$ cat config.mk
export PLATFORM = sky130hd
export DESIGN_NAME = shiftreg_univ_seq
export DESIGN_NICKNAME = d
export VERILOG_FILES = /design/src/rtl/shiftreg_pkg.sv /design/src/rtl/shift1_unit.sv /design/src/rtl/shiftreg_univ_seq.sv
export SDC_FILE = /design/constraint.sdc
export NUM_CORES = 1
export LEC_CHECK = 0
export ABC_AREA = 1
export CAP_MARGIN = 20
export CORE_MARGIN = 10
export CORE_UTILIZATION = 40
export CTS_BUF_LIST = sky130_fd_sc_hd__clkbuf_4 sky130_fd_sc_hd__clkbuf_8
export CTS_CLUSTER_SIZE = 30
export DETAILED_ROUTE_END_ITERATION = 10
export GPL_TIMING_DRIVEN = 1
export HOLD_SLACK_MARGIN = 0.08
export PLACE_DENSITY = 0.66
export SYNTH_ARGS = -nofsm -noshare
export SYNTH_HDL_FRONTEND = slang
export SYNTH_SLANG_ARGS = --single-unit
export TNS_END_PERCENT = 1
$ cat constraint.sdc
create_clock -name clk -period 4.74 [get_ports clk]
set_clock_uncertainty 0.2 [all_clocks]
set_input_delay 0.474 -clock clk [delete_from_list [all_inputs] [get_ports clk]]
set_output_delay 0.474 -clock clk [all_outputs]
set_load 0.02 [all_outputs]
$ cat src/rtl/shiftreg_pkg.sv
// Shared constants for the universal sequential shift register:
// FSM state encoding and shift-mode encoding.
package shiftreg_pkg;

    // FSM state encoding
    localparam logic [1:0] ST_IDLE  = 2'd0;
    localparam logic [1:0] ST_SHIFT = 2'd1;
    localparam logic [1:0] ST_DONE  = 2'd2;

    // Shift-mode encoding
    localparam logic [1:0] MODE_SLL = 2'b00;  // shift left, fill with serial bit
    localparam logic [1:0] MODE_SRL = 2'b01;  // logical right, fill with serial bit
    localparam logic [1:0] MODE_SRA = 2'b10;  // arithmetic right, replicate MSB
    localparam logic [1:0] MODE_ROL = 2'b11;  // rotate left

endpackage

$ cat src/rtl/shift1_unit.sv
// Combinational single-step shifter: applies one 1-bit operation of the
// selected mode and reports the bit that falls off the register.
module shift1_unit
    import shiftreg_pkg::*;
#(
    parameter int WIDTH = 8
) (
    input  logic [WIDTH-1:0] data_i,
    input  logic [1:0]       mode_i,
    input  logic             sin_i,
    output logic [WIDTH-1:0] data_o,
    output logic             sout_o
);

    // One-position shift of data_i according to mode_i
    always_comb begin
        data_o = data_i;
        sout_o = 1'b0;
        case (mode_i)
            MODE_SLL: begin
                data_o = {data_i[WIDTH-2:0], sin_i};
                sout_o = data_i[WIDTH-1];
            end
            MODE_SRL: begin
                data_o = {sin_i, data_i[WIDTH-1:1]};
                sout_o = data_i[0];
            end
            MODE_SRA: begin
                data_o = {data_i[WIDTH-1], data_i[WIDTH-1:1]};
                sout_o = data_i[0];
            end
            MODE_ROL: begin
                data_o = {data_i[WIDTH-2:0], data_i[WIDTH-1]};
                sout_o = data_i[WIDTH-1];
            end
            default: begin
                data_o = data_i;
                sout_o = 1'b0;
            end
        endcase
    end

endmodule

$ cat src/rtl/shiftreg_univ_seq.sv
// Universal shift register with parallel load and a multi-cycle shift
// sequencer (IDLE -> SHIFT -> DONE). One bit moves per clock while shifting.
module shiftreg_univ_seq
    import shiftreg_pkg::*;
#(
    parameter int WIDTH = 8,
    parameter int CNT_W = $clog2(WIDTH) + 1
) (
    input  logic             clk,
    input  logic             rst,
    input  logic [WIDTH-1:0] in,
    input  logic             load,
    input  logic             start,
    input  logic [1:0]       mode,
    input  logic [CNT_W-1:0] amount,
    input  logic             sin,
    output logic [WIDTH-1:0] out,
    output logic             sout,
    output logic             busy,
    output logic             done
);

    localparam logic [CNT_W-1:0] WIDTH_CNT = CNT_W'(WIDTH);
    localparam logic [CNT_W-1:0] ONE_CNT   = CNT_W'(1);
    localparam logic [CNT_W-1:0] ZERO_CNT  = CNT_W'(0);

    logic [1:0]       state_q, state_d;
    logic [WIDTH-1:0] data_q,  data_d;
    logic             sout_q,  sout_d;
    logic [CNT_W-1:0] cnt_q,   cnt_d;
    logic [1:0]       mode_q,  mode_d;
    logic             busy_q;
    logic             done_q;

    logic [CNT_W-1:0] k_s;
    logic [WIDTH-1:0] shift_data_s;
    logic             shift_sout_s;

    // Shift count requested by the user, clamped so a full-width request
    // never runs longer than WIDTH cycles.
    always_comb begin
        if (amount > WIDTH_CNT) begin
            k_s = WIDTH_CNT;
        end else begin
            k_s = amount;
        end
    end

    shift1_unit #(
        .WIDTH (WIDTH)
    ) u_shift1 (
        .data_i (data_q),
        .mode_i (mode_q),
        .sin_i  (sin),
        .data_o (shift_data_s),
        .sout_o (shift_sout_s)
    );

    // Next-state logic for the sequencer and the datapath registers
    always_comb begin
        state_d = state_q;
        data_d  = data_q;
        sout_d  = sout_q;
        cnt_d   = cnt_q;
        mode_d  = mode_q;
        case (state_q)
            ST_IDLE: begin
                if (load) begin
                    // load wins over a simultaneous start
                    data_d = in;
                end else if (start) begin
                    mode_d = mode;
                    cnt_d  = k_s;
                    if (k_s != ZERO_CNT) begin
                        state_d = ST_SHIFT;
                    end else begin
                        state_d = ST_DONE;
                    end
                end else begin
                    state_d = ST_IDLE;
                end
            end
            ST_SHIFT: begin
                data_d = shift_data_s;
                sout_d = shift_sout_s;
                cnt_d  = cnt_q - ONE_CNT;
                if (cnt_q <= ONE_CNT) begin
                    state_d = ST_DONE;
                end else begin
                    state_d = ST_SHIFT;
                end
            end
            ST_DONE: begin
                state_d = ST_IDLE;
            end
            default: begin
                state_d = ST_IDLE;
            end
        endcase
    end

    // State and output registers; busy/done are registered decodes of the
    // next state so they line up exactly with SHIFT and DONE.
    always_ff @(posedge clk) begin
        if (rst) begin
            state_q <= ST_IDLE;
            data_q  <= {WIDTH{1'b0}};
            sout_q  <= 1'b0;
            cnt_q   <= ZERO_CNT;
            mode_q  <= MODE_SLL;
            busy_q  <= 1'b0;
            done_q  <= 1'b0;
        end else begin
            state_q <= state_d;
            data_q  <= data_d;
            sout_q  <= sout_d;
            cnt_q   <= cnt_d;
            mode_q  <= mode_d;
            busy_q  <= (state_d == ST_SHIFT);
            done_q  <= (state_d == ST_DONE);
        end
    end

    assign out  = data_q;
    assign sout = sout_q;
    assign busy = busy_q;
    assign done = done_q;

endmodule
==> impl_metrics.yaml <==
logic_synthesis:
  synth_top_cell_area_share: 0.336
  synth.top_cells.by_area: "sky130_fd_sc_hd__dfxtp_1 34%, sky130_fd_sc_hd__nand2_1 13%, sky130_fd_sc_hd__nand3_1 8.8%, sky130_fd_sc_hd__nor2_1 7.9%, sky130_fd_sc_hd__ha_1 6.6%"
  synth_cell_type_count: 23
  synth_fp_nets: 198
  synth_enable_flop_cells: 0
  netlist_top_cells_count: "38 x sky130_fd_sc_hd__nand2_1, 24 x sky130_fd_sc_hd__nor2_1, 20 x sky130_fd_sc_hd__nand3_1"
  number_of_synthesized_register_bits: 19
  postSynthCellCount: 173
  sequential_fraction_of_the_synthesis_area: 0.336
  synth.most_common_cell: "sky130_fd_sc_hd__nand2_1"
  netlist_area_um2: 1130
  synth_top_area_cell: "sky130_fd_sc_hd__dfxtp_1"
  synthesis.area_per_instance_um2: 6.55
  async_reset_ff_frac: 0
  yosysWarningCount: 0
  primary_ff_master_synth: "sky130_fd_sc_hd__dfxtp_1"
drt:
  via_count: 1171
  route.detailed.wl_per_inst_um: 12.4
  drt_iter0_drc: 95
  dr.pass1.iters: 4
  postRouteWirelength_um: 2900
  final_antenna_net_count: 0
  drt_drc_violations_left: 0
  drt-vias-per-instance: 5.03
grt:
  antenna_found_initial: 0
  via_count_of_the_first_global_routing_pass: 1086
  grt.total_usage: 0.109
  grt_max_degree: 14
  wire_length_of_the_first_global_routing_pass_um: 4820
  globalRouteOverflowTotal: 0
critical_path:
  timing.critical_path.arrival_ns: 1.35
  path_depth: 1
  timing.critical_path.from_type: "flop"
  worstRegToRegCells: 8
  worst_r2r_endpoint: "out[5]$_SDFFE_PP0P_"
  crit_type: "reg -> out"
  cp_cell_sequence: "clkdlybuf4s50_1"
  critical_path.max_fanout: 5
  cpMaxStageDelayCell: "sky130_fd_sc_hd__clkdlybuf4s50_1"
  r2r-start: "mode_q[0]$_SDFFE_PP0P_"
  timing.critical_path.to: "out[7]"
  critical_path.max_stage_delay_ns: 0.64
  worstPathBufferInverterCount: 1
  startpoint: "out[7]$_SDFFE_PP0P_"
  worst_ep_required_time_ns: 4.07
  critPathCaptureType: "output port"
  worst_path_dominant_cell_family: "buffers and inverters"
  ff2ff_setup_slack_ns: 2.97
clocking:
  number_of_sinks_driven_by_the_clock_tree: 19
  clock_tree_from_tritoncts: "built"
  cts.htree.levels: 1
  cts-root-to-sink-buffers: 2
  clock_tree.root_cell: "sky130_fd_sc_hd__clkbuf_4"
  cts_post_setup_buffers_inserted: 0
  postCtsHoldBufs: 0
  clkSlewWorstSetupHoldPaths_ns: 0.11
  worstSkewPairLatency_ns: 0.29
  cts_buffers: 3
  cts.repair.resized: 0
sta:
  fmax_ghz: 0.494
  post-route-period-util: 0.427
  grt_setup_unrepaired: "false"
  final.setup.tns_ns: 0
  final-hold-violation-count: 0
  min_period_ns: 2.02
  report.final.setup_viol: 0
  tightest_slew_ns: 0.428
  relSlewSlack: 0.714
  final_max_slew_viol_count: 0
die:
  die-width_um: 73.2
  placement_rows: 19
  placeableCoreArea_um2: 2730
  initial_core_util: 0.415
  boundaryPins: 30
  area_of_the_die_um2: 5360
  die_span_in_y_um: 73.2
placed_design:
  gp_routability_congestion: 0.814
  hpwlAfterDp_um: 2290
  io_buffers: 29
  postPlaceCellArea_um2: 1430
outcome:
  status: "finished clean"
layout:
  layout-drive-gt1-share: 0.0842
  finish.net_count: 228
  fill_cells: 284
  area_of_all_placed_cells_without_fillers_um2: 1460
  n_antenna_cell: 0
  area.growth.synth_to_final_pct: 29.1
power_and_ir_drop:
  p_leak_uw: 0.000615
  pwr-share-comb: 0.314
  clock_power_share: 0.213
  power_density_nw_per_um2: 273
  switching_share: 0.329
  power.internal_uw: 268
  seqPwrFrac: 0.473
  maximum_vdd_drop_v: 0.000138
  p_sw_uw: 131
min_path:
  min_path_type: "reg -> reg"
flow_run:
  cap_violations: 0
how the worst min path moves through the flow:
stage / start / end / depth (start not counted)
after floorplan: cnt_q[3]$_SDFFE_PP0P_ / cnt_q[3]$_SDFFE_PP0P_ / 2
after global placement: out[0]$_SDFFE_PP0P_ / sout$_SDFFE_PP0P_ / 2
after detailed placement: out[3]$_SDFFE_PP0P_ / out[3]$_SDFFE_PP0P_ / 2
after CTS: out[3]$_SDFFE_PP0P_ / out[3]$_SDFFE_PP0P_ / 2
after global routing: out[0]$_SDFFE_PP0P_ / sout$_SDFFE_PP0P_ / 2
final: out[3]$_SDFFE_PP0P_ / out[3]$_SDFFE_PP0P_ / 2
routing by layer:
| metal | GRT usage | vias up | wire length, µm |
|---|---|---|---|
| li1 | - | 613 | - |
| met1 | 0.127 | 524 | 1250 |
| met2 | 0.180 | 32 | 1360 |
| met3 | 0.0435 | 2 | 267 |
| met4 | 0.0253 | 0 | 17 |
| met5 | 0 | - | 0 |
cell families (layout without fill, tap and decap cells):
group,count (synthesis),after routing,synth area share
flops,19,19,0.336
simple gates,92,92,0.353
fa+ha+maj,6,6,0.0662
xor+xnor,1,1,0.00773
buf+inv,27,56,0.102
compound gates,28,28,0.136
metrics by stage:
stage                     setup slack, ns  hold WS (ns)  utilization  cells  power (µW)
after CTS                            2.70         0.311        0.535    233         405
after floorplan                      3.25         0.270            -    173         272
after global placement               2.76         0.292        0.524    229         316
after detailed placement             2.71         0.294        0.524    229         319
final                                2.72         0.307        0.535    233         400
after global routing                 2.66         0.343        0.535    233         430
final cells by class:
class	instances	area [µm²]	area share
Clock buffer	4	30.0	0.0205
Inverter	23	86.3	0.0590
Multi-Input combinational cell	127	638	0.436
Sequential cell	19	380	0.260
Tap cell	31	38.8	0.0265
Timing Repair Buffer	29	290	0.198
power groups by stage:
stage	clock network, µW	registers [µW]	logic (µW)
floorplan	0	198	74.0
global placement	0	193	124
detailed placement	0	193	126
CTS	88.2	189	127
global route	95.0	192	143
finish	85.2	189	125
placed cells by master (no fill, tap or decap), types with 2 or more instances in the layout:
cell type	count
sky130_fd_sc_hd__a21oi_1	14
sky130_fd_sc_hd__a21oi_2	3
sky130_fd_sc_hd__clkbuf_4	4
sky130_fd_sc_hd__clkdlybuf4s50_1	29
sky130_fd_sc_hd__dfxtp_1	19
sky130_fd_sc_hd__ha_1	6
sky130_fd_sc_hd__inv_1	19
sky130_fd_sc_hd__inv_2	3
sky130_fd_sc_hd__nand2_1	38
sky130_fd_sc_hd__nand2_2	3
sky130_fd_sc_hd__nand3_1	20
sky130_fd_sc_hd__nor2_1	24
sky130_fd_sc_hd__o21ai_0	9
sky130_fd_sc_hd__o22ai_1	2
sky130_fd_sc_hd__or2_2	2
registers in the layout, indices dropped and copies added (netlist names):
register	flops
busy	1
cnt_q	4
done	1
mode_q	2
out	8
sout	1
state_q	2
Power figures use the tool's default switching activity.
==> edit: new RTL, config.mk and constraints unchanged <==
Register the output `done` once more; this adds one clock of latency there. The other outputs are not delayed to match. Comments in the files are not updated.
--- a/src/rtl/shiftreg_univ_seq.sv
+++ b/src/rtl/shiftreg_univ_seq.sv
@@ -124,6 +124,8 @@
     assign out  = data_q;
     assign sout = sout_q;
     assign busy = busy_q;
-    assign done = done_q;
+    always_ff @(posedge clk) begin
+        done <= done_q;
+    end
 
 endmodule
Check against the original RTL: not equivalent (Yosys sat finds a counterexample within 4 cycles, from zero or initial values and one cycle with rst high).
==> edit against the original RTL <==
- via count grew 1.8%
- sequential power grew 5%
- power grew 6.2%
- maximum frequency shrank 1.2%
- hold slack lost 0.16 ns
- area after synthesis grew 1.8%
- worst setup slack lost 0.024 ns
- sequential cell count grew 1
- synthesized cell count grew 0.58%
- cell area grew 1.8%
- routed wire length grew 2.3%
- critical path depth is the same
- largest cell class unchanged
- final cell count grew 0.43%
- critical path type unchanged
==> edit: results (changes against the original RTL) <==
[global_route]
grtUsageTotal_pct = 11.3  ; +0.47 points
grt_max_degree = 14  ; unchanged
grt_pass1_vias = 1198  ; +10%
grt_pass1_wl_um = 5060  ; +5.0%

[setup_path]
reg2reg_slack_ns = 2.96  ; about the same
worst_ep_arrival_time_ns = 1.37  ; +0.02 ns

[min_path]
hp-start = done_q$_SDFF_PP0_
whs_path_depth = 0  ; -2

[placed_design]
gp_congestion = 0.808  ; -0.79%
pre_cts_ws_ns = 2.74  ; +0.0298 ns
place_area_um2 = 1450  ; +1.4%
place_hpwl_um = 2340  ; +2.0%

[clock_tree]
cts_resized = 0  ; unchanged

[synthesis]
synth_top_cells_by_count = 38 x nand2_1, 24 x nor2_1, 20 x dfxtp_1, 20 x nand3_1, 19 x inv_1
ys_seq_area_share_pct = 34.7  ; +1.2 points
synth_fa_ha_area_share_pct = 6.51  ; -0.11 points
async_reset_ff_share_pct = 0  ; unchanged
synth-xor-area-share_pct = 0.759  ; -0.013 points
syn_nets = 199  ; +0.51%
synth_area_leaders = dfxtp_1 35%, nand2_1 12%, nand3_1 8.7%
synth_compound_area_share_pct = 13.3  ; -0.24 points

[route]
vias_per_cell = 5.09  ; +1.4%
drt_iter0_markers = 76  ; -20%
wl_per_cell_um = 12.7  ; +1.9%

[sta]
timing.hold.ws_ns = 0.146  ; -0.162 ns
slew_headroom_pct = 69.5  ; -1.8 points
fin_crit_ns = 2.05  ; +0.0240 ns

[layout]
diodes = 0  ; unchanged
final_cells = 234  ; +0.43%
drive_gt1_share_pct = 8.37  ; -0.041 points
fill_cells = 285  ; +0.35%

[power_and_ir_drop]
p_int_mw = 0.286  ; +6.4%
power_frac_clock_pct = 23.4  ; +2.1 points
p_leak_nw = 0.626  ; +1.7%
peakVddDrop_v = 0.000159  ; +15%
comb_power_share_pct = 29.7  ; -1.7 points

[status]
status = complete, no violations

edit: cell count changes after synthesis:
cell,change
dfxtp_1,+1
edit: final cells by class:
class                           count  area, um2  area share, %
Clock buffer                        4       36.3           2.43
Inverter                           23       86.3           5.79
Multi-Input combinational cell    127        638           42.8
Sequential cell                    20        400           26.9
Tap cell                           31       38.8           2.60
Timing Repair Buffer               29        290           19.5
edit: kinds of logic after synthesis:
logic type | Yosys count
AOI/OAI and AO/OA | 28
xor gates and xnor gates | 1
adders and majority gates | 6
buffers and inverters | 27
DFF | 20
and+or+nand+nor | 92
edit: metal layers:
| layer | vias up | routed length (um) |
|---|---|---|
| met1 | 548 | 1290 |
| met5 | - | 0 |
| li1 | 613 | - |
| met3 | 2 | 195 |
| met4 | 0 | 18 |
| met2 | 29 | 1460 |
